==> src/rtl/mem_pkg.sv <==
// rtl/mem_pkg.sv - shared state encoding and default parameters for param_memory
package mem_pkg;

   typedef enum logic {
      CLEAR = 1'b0,
      READY = 1'b1
   } mem_state_e;

   localparam int DATA_W_DEF = 8;
   localparam int ADDR_W_DEF = 5;
   localparam int DEPTH_DEF  = 32;
   localparam int RD_LAT_MAX = 4;

endpackage

==> src/rtl/param_memory_rd_pipe.sv <==
// rtl/param_memory_rd_pipe.sv - data+valid shift register between array read and data_out
module rd_pipe #(
   parameter int DATA_W = 8,
   parameter int STAGES = 0
) (
   input  logic              clk,
   input  logic              rst_,
   input  logic              in_valid,
   input  logic [DATA_W-1:0] in_data,
   output logic              out_valid,
   output logic [DATA_W-1:0] out_data
);

   if (STAGES == 0) begin : g_pass
      logic unused_clk_rst;
      assign unused_clk_rst = clk | rst_;
      assign out_valid      = in_valid;
      assign out_data       = in_data;
   end else begin : g_pipe
      logic [STAGES-1:0] valid_q, valid_d;
      logic [DATA_W-1:0] data_q [STAGES];
      logic [DATA_W-1:0] data_d [STAGES];

      always_comb begin
         valid_d[0] = in_valid;
         data_d[0]  = in_data;
         for (int i = 1; i < STAGES; i++) begin
            valid_d[i] = valid_q[i-1];
            data_d[i]  = data_q[i-1];
         end
      end

      always_ff @(posedge clk or negedge rst_) begin
         if (!rst_) begin
            valid_q <= '0;
            for (int i = 0; i < STAGES; i++) data_q[i] <= '0;
         end else begin
            valid_q <= valid_d;
            for (int i = 0; i < STAGES; i++) data_q[i] <= data_d[i];
         end
      end

      assign out_valid = valid_q[STAGES-1];
      assign out_data  = data_q[STAGES-1];
   end

endmodule

==> src/rtl/param_memory.sv <==
// rtl/param_memory.sv - single-port memory with read-latency pipeline, clear sequencer and error pulse
module param_memory
   import mem_pkg::*;
#(
   parameter int                DATA_W  = DATA_W_DEF,
   parameter int                ADDR_W  = ADDR_W_DEF,
   parameter int                DEPTH   = DEPTH_DEF,
   parameter int                RD_LAT  = 1,
   parameter logic [DATA_W-1:0] CLR_VAL = '0
) (
   input  logic              clk,
   input  logic              rst_,
   input  logic              read,
   input  logic              write,
   input  logic              clear,
   input  logic [ADDR_W-1:0] addr,
   input  logic [DATA_W-1:0] data_in,
   output logic [DATA_W-1:0] data_out,
   output logic              rd_valid,
   output logic              busy,
   output logic              err
);

   // Latency outside 1..RD_LAT_MAX is clamped rather than producing a broken pipe.
   localparam int LAT_CLAMP = (RD_LAT < 1) ? 1 : ((RD_LAT > RD_LAT_MAX) ? RD_LAT_MAX : RD_LAT);
   localparam int PIPE_STAGES = LAT_CLAMP - 1;
   localparam logic [ADDR_W-1:0] LAST_ADDR = ADDR_W'(DEPTH - 1);

   logic [DATA_W-1:0] mem [DEPTH];

   mem_state_e        state_q, state_d;
   logic [ADDR_W-1:0] clr_addr_q, clr_addr_d;
   logic              err_q, err_d;
   logic [DATA_W-1:0] dout_q, dout_d;
   logic              rdv_q, rdv_d;

   logic              in_range, accept, rd_acc;
   logic              mem_we;
   logic [ADDR_W-1:0] mem_waddr;
   logic [DATA_W-1:0] mem_wdata;
   logic [DATA_W-1:0] rd_word;
   logic              pipe_valid;
   logic [DATA_W-1:0] pipe_data;

   always_comb begin
      in_range   = ({1'b0, addr} < (ADDR_W + 1)'(DEPTH));
      accept     = (state_q == READY) && !clear && (read ^ write) && in_range;
      rd_acc     = accept && read;
      err_d      = (read || write) && !accept;
      rd_word    = in_range ? mem[addr] : '0;
      state_d    = state_q;
      clr_addr_d = clr_addr_q;
      mem_we     = 1'b0;
      mem_waddr  = addr;
      mem_wdata  = data_in;
      unique case (state_q)
         CLEAR: begin
            mem_we    = 1'b1;
            mem_waddr = clr_addr_q;
            mem_wdata = CLR_VAL;
            if (clr_addr_q == LAST_ADDR) state_d = READY;
            else clr_addr_d = clr_addr_q + ADDR_W'(1);
         end
         READY: begin
            if (clear) begin
               state_d    = CLEAR;
               clr_addr_d = '0;
            end else if (accept && write) begin
               mem_we = 1'b1;
            end
         end
      endcase
   end

   // No reset on the array: the clear sequencer initialises it after every reset.
   always_ff @(posedge clk) begin
      if (mem_we) mem[mem_waddr] <= mem_wdata;
   end

   rd_pipe #(
      .DATA_W (DATA_W),
      .STAGES (PIPE_STAGES)
   ) u_rd_pipe (
      .clk       (clk),
      .rst_      (rst_),
      .in_valid  (rd_acc),
      .in_data   (rd_word),
      .out_valid (pipe_valid),
      .out_data  (pipe_data)
   );

   always_comb begin
      rdv_d  = pipe_valid;
      dout_d = pipe_valid ? pipe_data : dout_q;
   end

   always_ff @(posedge clk or negedge rst_) begin
      if (!rst_) begin
         state_q    <= CLEAR;
         clr_addr_q <= '0;
         err_q      <= 1'b0;
         dout_q     <= '0;
         rdv_q      <= 1'b0;
      end else begin
         state_q    <= state_d;
         clr_addr_q <= clr_addr_d;
         err_q      <= err_d;
         dout_q     <= dout_d;
         rdv_q      <= rdv_d;
      end
   end

   assign data_out = dout_q;
   assign rd_valid = rdv_q;
   assign busy     = (state_q == CLEAR);
   assign err      = err_q;

endmodule
==> config.mk <==
export PLATFORM = sky130hd
export DESIGN_NAME = param_memory
export DESIGN_NICKNAME = d
export VERILOG_FILES = /design/src/rtl/mem_pkg.sv /design/src/rtl/param_memory_rd_pipe.sv /design/src/rtl/param_memory.sv
export SDC_FILE = /design/constraint.sdc
export NUM_CORES = 1
export LEC_CHECK = 0
export CAP_MARGIN = 20
export CORE_ASPECT_RATIO = 0.7
export CORE_MARGIN = 2
export CORE_UTILIZATION = 60
export DETAILED_ROUTE_END_ITERATION = 10
export GPL_TIMING_DRIVEN = 1
export HOLD_SLACK_MARGIN = 0.12
export PLACE_DENSITY_LB_ADDON = 0.15
export SYNTH_ARGS = -nofsm -noshare
export SYNTH_HDL_FRONTEND = slang
export SYNTH_SLANG_ARGS = --single-unit
==> constraint.sdc <==
create_clock -name clk -period 2.35 [get_ports clk]
set_clock_uncertainty 0.2 [all_clocks]
set_input_delay 0.235 -clock clk [delete_from_list [all_inputs] [get_ports clk]]
set_output_delay 0.235 -clock clk [all_outputs]
set_load 0.02 [all_outputs]
==> results.md, run 1 <==
* Status: finished, final reports clean
* Total GRT Usage at 25.3%
* Fillcell total at 1100
* Most frequent cell after synthesis: edfxtp_1
* Synthesized cell area at ~11000 µm²
* Slew Viols, Final at 0
* Initial antenna violation count at 0
* Initial Utilization at 61.3%
* Cells along the critical path: clkinv_2 -> clkdlybuf4s50_1
* Share of the synthesized area in the top cell type at 69.6%
* Buf/Inv on CP at 2
* Max Cap Viol at 0
* Finished Cell Area at between 10000 and 15000 µm²
* DRT Pass-1 Iters at 5
* Total core area at roughly 18000 µm²
* Final hold vios at 0
* Period utilisation layout at 97.1%
* Arrival time worst endpoint at 1.85 ns
* Post-synthesis async set-or-reset flop share at under 10%
* Max VDD drop at 0.000566 V
* Avg Cell Area, Syn at 17.1 µm²
* Commonest cells in the synthesized netlist: edfxtp_1, mux2i_1, nor2_1
* Detailed Place HPWL at 16500 µm
* Die H at 118 µm
* Worst hold path type: input port to flop
* TritonCTS buffer count at 25
* Residual DRC at 0
* Post-CTS setup buffers at 0
* Clock Latency Late Sink at 0.52 ns
* Final setup vio count at 0
* Routed len/inst at 24.4 µm
* Power per Cell Area at 974 nW/µm²
* CP top delay family: buffers and inverters
* Distinct cell type count after synthesis at 35
* Non-filler cells in the finished layout at 1010
* Crit Path Max Fanout at 8
* Post-synth EDFFs at 256
* DR vias/cell at slightly above 6
* Synthesized instance count at 645
* Largest net degree at the start of global routing at 33
* RSZ-0062 raised after global routing: no
* Minimum clock period at 2.28 ns
* Leakage at 4.81 nW
* Predominant post-synthesis flop cell: edfxtp_1
* Crit start category: flop
* Post-placement cell count at between 900 and 1k
* Gr ovfl total at 0
* Number of diodes at 0
* GP Congestion at 0.863
* Count of input and output buffers at 28
* Clock root buffer: clkbuf_16
* Slowest CP cell: clkdlybuf4s50_1
* CTS tree: done
* Iter 0 DRT Violations at 711
* Slew of the pin with the lowest slew margin at 0.566 ns
* Post-Syn Nets at 666
* I/O pin cnt at 29
* # clock sinks at 272
* First-pass GRT wire length at 36800 µm
* Max Fclk at 438 MHz
* Die Area at around 20000 µm²
* DRT antenna net count at 0
* H-tree levels at 1
* Finished Core Util at 71.9%
* Longest Clk Path Bufs at 3
* Detailed-route via count at 6204
* Synth Warn # at 0
* Seq/Total Area, Yosys at 73.2%
* CTS clk-pin slew, worst paths at 0.06 ns
* Critical path's largest stage delay at a little under 0.6 ns
* FF+latch count, synth at 272
* Crit. End Element: output pin
* Layout cell share with drive strength beyond 1 at a little under a fifth
* Rel. slew slack at 62.3%
* Final worst slack at 0.0678 ns
* Top cells by area, synth: edfxtp_1, mux2i_1, dfrtp_1
* # rows at just over 40
* CP required at between 1.5 and 2 ns
* Aggregate routed wire length at 24600 µm
* Critical path type: flop to output pin
* Worst slack at placement at -0.273 ns
* Layout net count at 778
* Leading area contributor after synthesis: edfxtp_1
* Vias in the first global route at 6193
* Post-DP Area at 12100 µm²
* Die X-Extent at 166 µm
* Area Growth Syn to Fin at 17.2%
[worst paths after layout]
kind                                         start                      end  slack (ns)  depth (start not counted)
min                                          write            err$_DFF_PN0_        0.22                          4
min reg2reg                data_out[1]$_DFFE_PN0P_  data_out[1]$_DFFE_PN0P_        0.28                          2
max reg2reg                      state_q$_DFF_PN0_      mem[7][7]$_DFFE_PP_        0.26                          5
max                              state_q$_DFF_PN0_                     busy        0.07                          2
min in group asynchronous                     rst_  data_out[7]$_DFFE_PN0P_        0.40                          3
max in group asynchronous                     rst_        state_q$_DFF_PN0_        1.34                          3
[flip-flops by register name, summed over array words and instances, names as in the netlist]
| name | count |
|---|---|
| state_q | 1 |
| rd_valid | 1 |
| data_out | 8 |
| clr_addr_q | 5 |
| err | 1 |
| mem | 256 |
[layout make-up]
cell class / instances / area (µm²) / share of cell area (%)
inverter: 6 / 23.8 / 0.184
timing repair buffer: 119 / 1050 / 8.15
tap: 236 / 295 / 2.28
clock buffer: 30 / 644 / 4.98
clock inverter: 14 / 141 / 1.09
multi-input combinational: 333 / 2700 / 20.8
sequential: 272 / 8090 / 62.5
[what timing repair did]
action                                  CTS  global route
gates resized for setup                   1             0
hold buffers                              1             0
endpoints found under the setup margin    1             0
endpoints found under the hold margin    16             0
[tightest hold or removal path: cells and delay by family]
kind	cells	cell delay [ns]
AO/OA/AOI/OAI	1	0.04
buffers and inverters	2	0.48
adder cells (fa/ha/maj)	1	0.13
[layout by cell type (no fill, tap or decap), drive strengths merged]
cell,instances
clkinv,11
buf,91
mux2i,133
clkdlybuf4s50,27
or2,1
nand2,29
nand4,1
bufinv,3
a21oi,17
or3,2
nand2b,3
a22o,16
ha,3
dfrtp,16
mux2,2
and2,9
o22ai,16
nor2b,4
a221oi,16
o21ai,2
a22oi,32
edfxtp,256
o41ai,8
xnor2,1
o2bb2ai,1
inv,5
nor2,33
clkbuf,30
nand3,1
clkinvlp,1
xor2,2
and3,1
dlygate4sd3,1
[per-stage QoR]
stage	TNS [ns]	power, W	hold WS (ns)
2_1_floorplan	0	0.00765	-0.261
3_3_place_gp	-33.28	0.00867	0.278
3_5_place_dp	-52.08	0.00877	0.278
4_1_cts	0	0.0126	0.209
5_1_grt	0	0.0130	0.256
6_report	0	0.0126	0.222
[per-layer routing]
layer	wire [µm]	track usage, %
met1	11000	39.6
met2	10900	37.3
met3	2220	4.88
met4	479	5.71
met5	0	0
[cells by family after synthesis]
group	count (synthesis)	share of synthesized area, %
flops	272	73.2
mux	135	12.3
compound gates	108	8.19
simple gates	84	3.34
buf+inv	40	2.38
xor+xnor	3	0.238
fa+ha+maj	3	0.340
[report_power, final]
group / switching [W] / internal [W]
sequential: 0.000238 / 0.00610
clock: 0.00164 / 0.00227
combinational: 0.00145 / 0.000907
total: 0.00333 / 0.00928
Power figures use the tool's default switching activity.
==> run 2, diff against run 1 <==
--- a/config.mk
+++ b/config.mk
@@ -8,7 +8,7 @@
 export CAP_MARGIN = 20
 export CORE_ASPECT_RATIO = 0.7
 export CORE_MARGIN = 2
-export CORE_UTILIZATION = 60
+export CORE_UTILIZATION = 61
 export DETAILED_ROUTE_END_ITERATION = 10
 export GPL_TIMING_DRIVEN = 1
 export HOLD_SLACK_MARGIN = 0.12
==> results.md, run 2 (synthesis gave the netlist of run 1 again) <==
* CTS tree: done (unchanged)
* DRT Pass-1 Iters at 5 (unchanged)
* Die X-Extent at 165 µm (was 166 µm)
* Rel. slew slack at 41.6% (was 62.3%)
* Minimum clock period at 2.21 ns (was 2.28 ns)
* Largest net degree at the start of global routing at 33 (unchanged)
* Area of the multi-input gates at 2700 µm² (unchanged)
* Crit Path Max Fanout at 8 (unchanged)
* Clock root buffer: clkbuf_16 (unchanged)
* Layout cell share with drive strength beyond 1 at 20.4% (was 19.1%)
* Crit start category: flop (unchanged)
* Max FFs per register at 256 (unchanged)
* Residual DRC at 0 (unchanged)
* Count of input and output buffers at 28 (unchanged)
* Power Internal at 0.00910 W (was 0.00928 W)
* DRT antenna net count at 0 (unchanged)
* TritonCTS buffer count at 26 (was 25)
* Max Fclk at 453 MHz (was 438 MHz)
* Final setup vio count at 0 (unchanged)
* Crit. End Element: output pin (unchanged)
* Die H at 117 µm (was 118 µm)
* Iter 0 DRT Violations at 679 (was 711)
* Arrival time worst endpoint at 1.77 ns (was 1.85 ns)
* Gr ovfl total at 0 (unchanged)
* Clk pwr share at 29.8% (was 31.0%)
* Initial antenna violation count at 0 (unchanged)
* Setup slack, reg-to-reg at 0.19 ns (was 0.26 ns)
* First-pass GRT wire length at 37800 µm (was 36800 µm)
* Highest-count cells in the layout ignoring fill and taps: edfxtp_1, mux2i_1, buf_4 (unchanged)
* Detailed Place HPWL at 17400 µm (was 16500 µm)
* Worst hold path type: input port to flop (unchanged)
* Sw frac at 27.4% (was 26.4%)
* TNS Setup at 0 ns (unchanged)
* RSZ-0062 raised after global routing: no (unchanged)
* I/O pin cnt at 29 (unchanged)
* # rows at 41 (unchanged)
* Aggregate routed wire length at 25400 µm (was 24600 µm)
* Fillcell total at 1121 (was 1100)
* Leakage at 4.85 nW (was 4.81 nW)
* Top reg by flops: mem (unchanged)
* Critical path type: flop to output pin (unchanged)
* Vias in the first global route at 6221 (was 6193)
* Longest Clk Path Bufs at 3 (unchanged)
* Die Area at 19200 µm² (was 19500 µm²)
* Hold_ws at 0.223 ns (was 0.222 ns)
* NetSw at 0.00343 W (was 0.00333 W)
* Detailed-route via count at 6304 (was 6204)
* Area Growth Syn to Fin at 17.5% (was 17.2%)
* Hold path depth at 4 (unchanged)
* Power per Cell Area at 966 nW/µm² (was 974 nW/µm²)
* Slew of the pin with the lowest slew margin at 0.873 ns (was 0.566 ns)
* Slew Viols, Final at 0 (unchanged)
* Initial Utilization at 61.9% (was 61.3%)
* Register-to-Register Path Depth at 7 (was 5)
* Commonest non-fill, non-tap cell in the layout: edfxtp_1 (unchanged)
* DR vias/cell at 6.18 (was 6.14)
* Total core area at 17900 µm² (was 18000 µm²)
* GP Congestion at 0.860 (was 0.863)
* Clock Latency Late Sink at 0.52 ns (about the same)
* Routed len/inst at 24.9 µm (was 24.4 µm)
* Max Cap Viol at 0 (unchanged)
* # clock sinks at 272 (unchanged)
* Total GRT Usage at 27.6% (was 25.3%)
* Layout net count at 789 (was 778)
* Register area at 8090 µm² (about the same)
* Sequential Power Share at 50.8% (was 50.3%)
* H-tree levels at 1 (unchanged)
* CP required at 1.91 ns (about the same)
* CTS clk-pin slew, worst paths at 0.06 ns (about the same)
* Max VDD drop at 0.000787 V (was 0.000566 V)
* Final hold vios at 0 (unchanged)
* Status: finished, final reports clean (unchanged)
* Number of diodes at 0 (unchanged)
* Comb power frac at 19.4% (was 18.7%)
* Post-CTS setup buffers at 0 (unchanged)
* Period utilisation layout at 93.9% (was 97.1%)
-- run 2: cell count changes in the layout (fill, tap and decap cells not counted) --
| cell | previous run | this run |
|---|---|---|
| dfrtp_1 | 16 | 15 |
| bufinv_16 | 3 | 0 |
| clkbuf_1 | 5 | 2 |
| buf_12 | 7 | 5 |
| buf_4 | 83 | 95 |
| clkinv_1 | 5 | 7 |
| dfrtp_2 | 0 | 1 |
| inv_8 | 0 | 1 |
| clkbuf_16 | 25 | 27 |
| clkinvlp_4 | 1 | 2 |
-- run 2: final timing paths --
path                                           endpoint               startpoint
max in group asynchronous             state_q$_DFF_PN0_                     rst_
worst max-delay path                               busy        state_q$_DFF_PN0_
min in group asynchronous                 err$_DFF_PN0_                     rst_
worst max register to register     mem[10][5]$_DFFE_PP_        state_q$_DFF_PN0_
worst min-delay path                      err$_DFF_PN0_                    write
worst min register to register  data_out[0]$_DFFE_PN0P_  data_out[0]$_DFFE_PN0P_
-- run 2: worst max-delay path, stage by stage, from the launching register on --
cell and delay (ns):
dfrtp_2 0.47, clkinv_2 0.15, clkdlybuf4s50_1 0.63
-- run 2: timing repair --
action | CTS | global route
endpoints found under the setup margin | 1 | 8
endpoints found under the hold margin | 16 | 0
gates resized for setup | 1 | 1
hold buffers | 1 | 0
-- run 2: through the flow --
step                      util (%)  total power (W)  cells  worst slack (ns)  cell area (µm²)
after floorplan                  -          0.00765    645             0.147            11000
after global placement        68.3          0.00878    975            -0.247            12200
after detailed placement      68.3          0.00886    975            -0.330            12200
after CTS                     72.7           0.0126   1020            0.0567            13000
after global routing          72.7           0.0130   1020            0.0786            13000
final                         72.7           0.0125   1020             0.145            13000
-- run 2: layout make-up --
class,instances,area share [%]
well taps,236,2.28
inverters,6,0.183
flip-flops and latches,272,62.4
clock inverters,15,0.598
clock buffers,29,5.27
repair buffers,129,8.52
multi-input cells,333,20.8
-- run 2: power by group through the flow --
| stage | sequential [W] | clock (W) | combinational [W] |
|---|---|---|---|
| finish | 0.00636 | 0.00374 | 0.00243 |
| global route | 0.00641 | 0.00398 | 0.00260 |
| CTS | 0.00636 | 0.00379 | 0.00241 |
| detailed placement | 0.00645 | 0 | 0.00240 |
| global placement | 0.00643 | 0 | 0.00235 |
| floorplan | 0.00643 | 0 | 0.00123 |
-- run 2: per-layer routing --
| layer | track usage, % | routed length [µm] |
|---|---|---|
| met5 | 0 | 0 |
| met4 | 5.51 | 450 |
| met3 | 6.50 | 2780 |
| met2 | 42.4 | 11500 |
| met1 | 41.3 | 10700 |
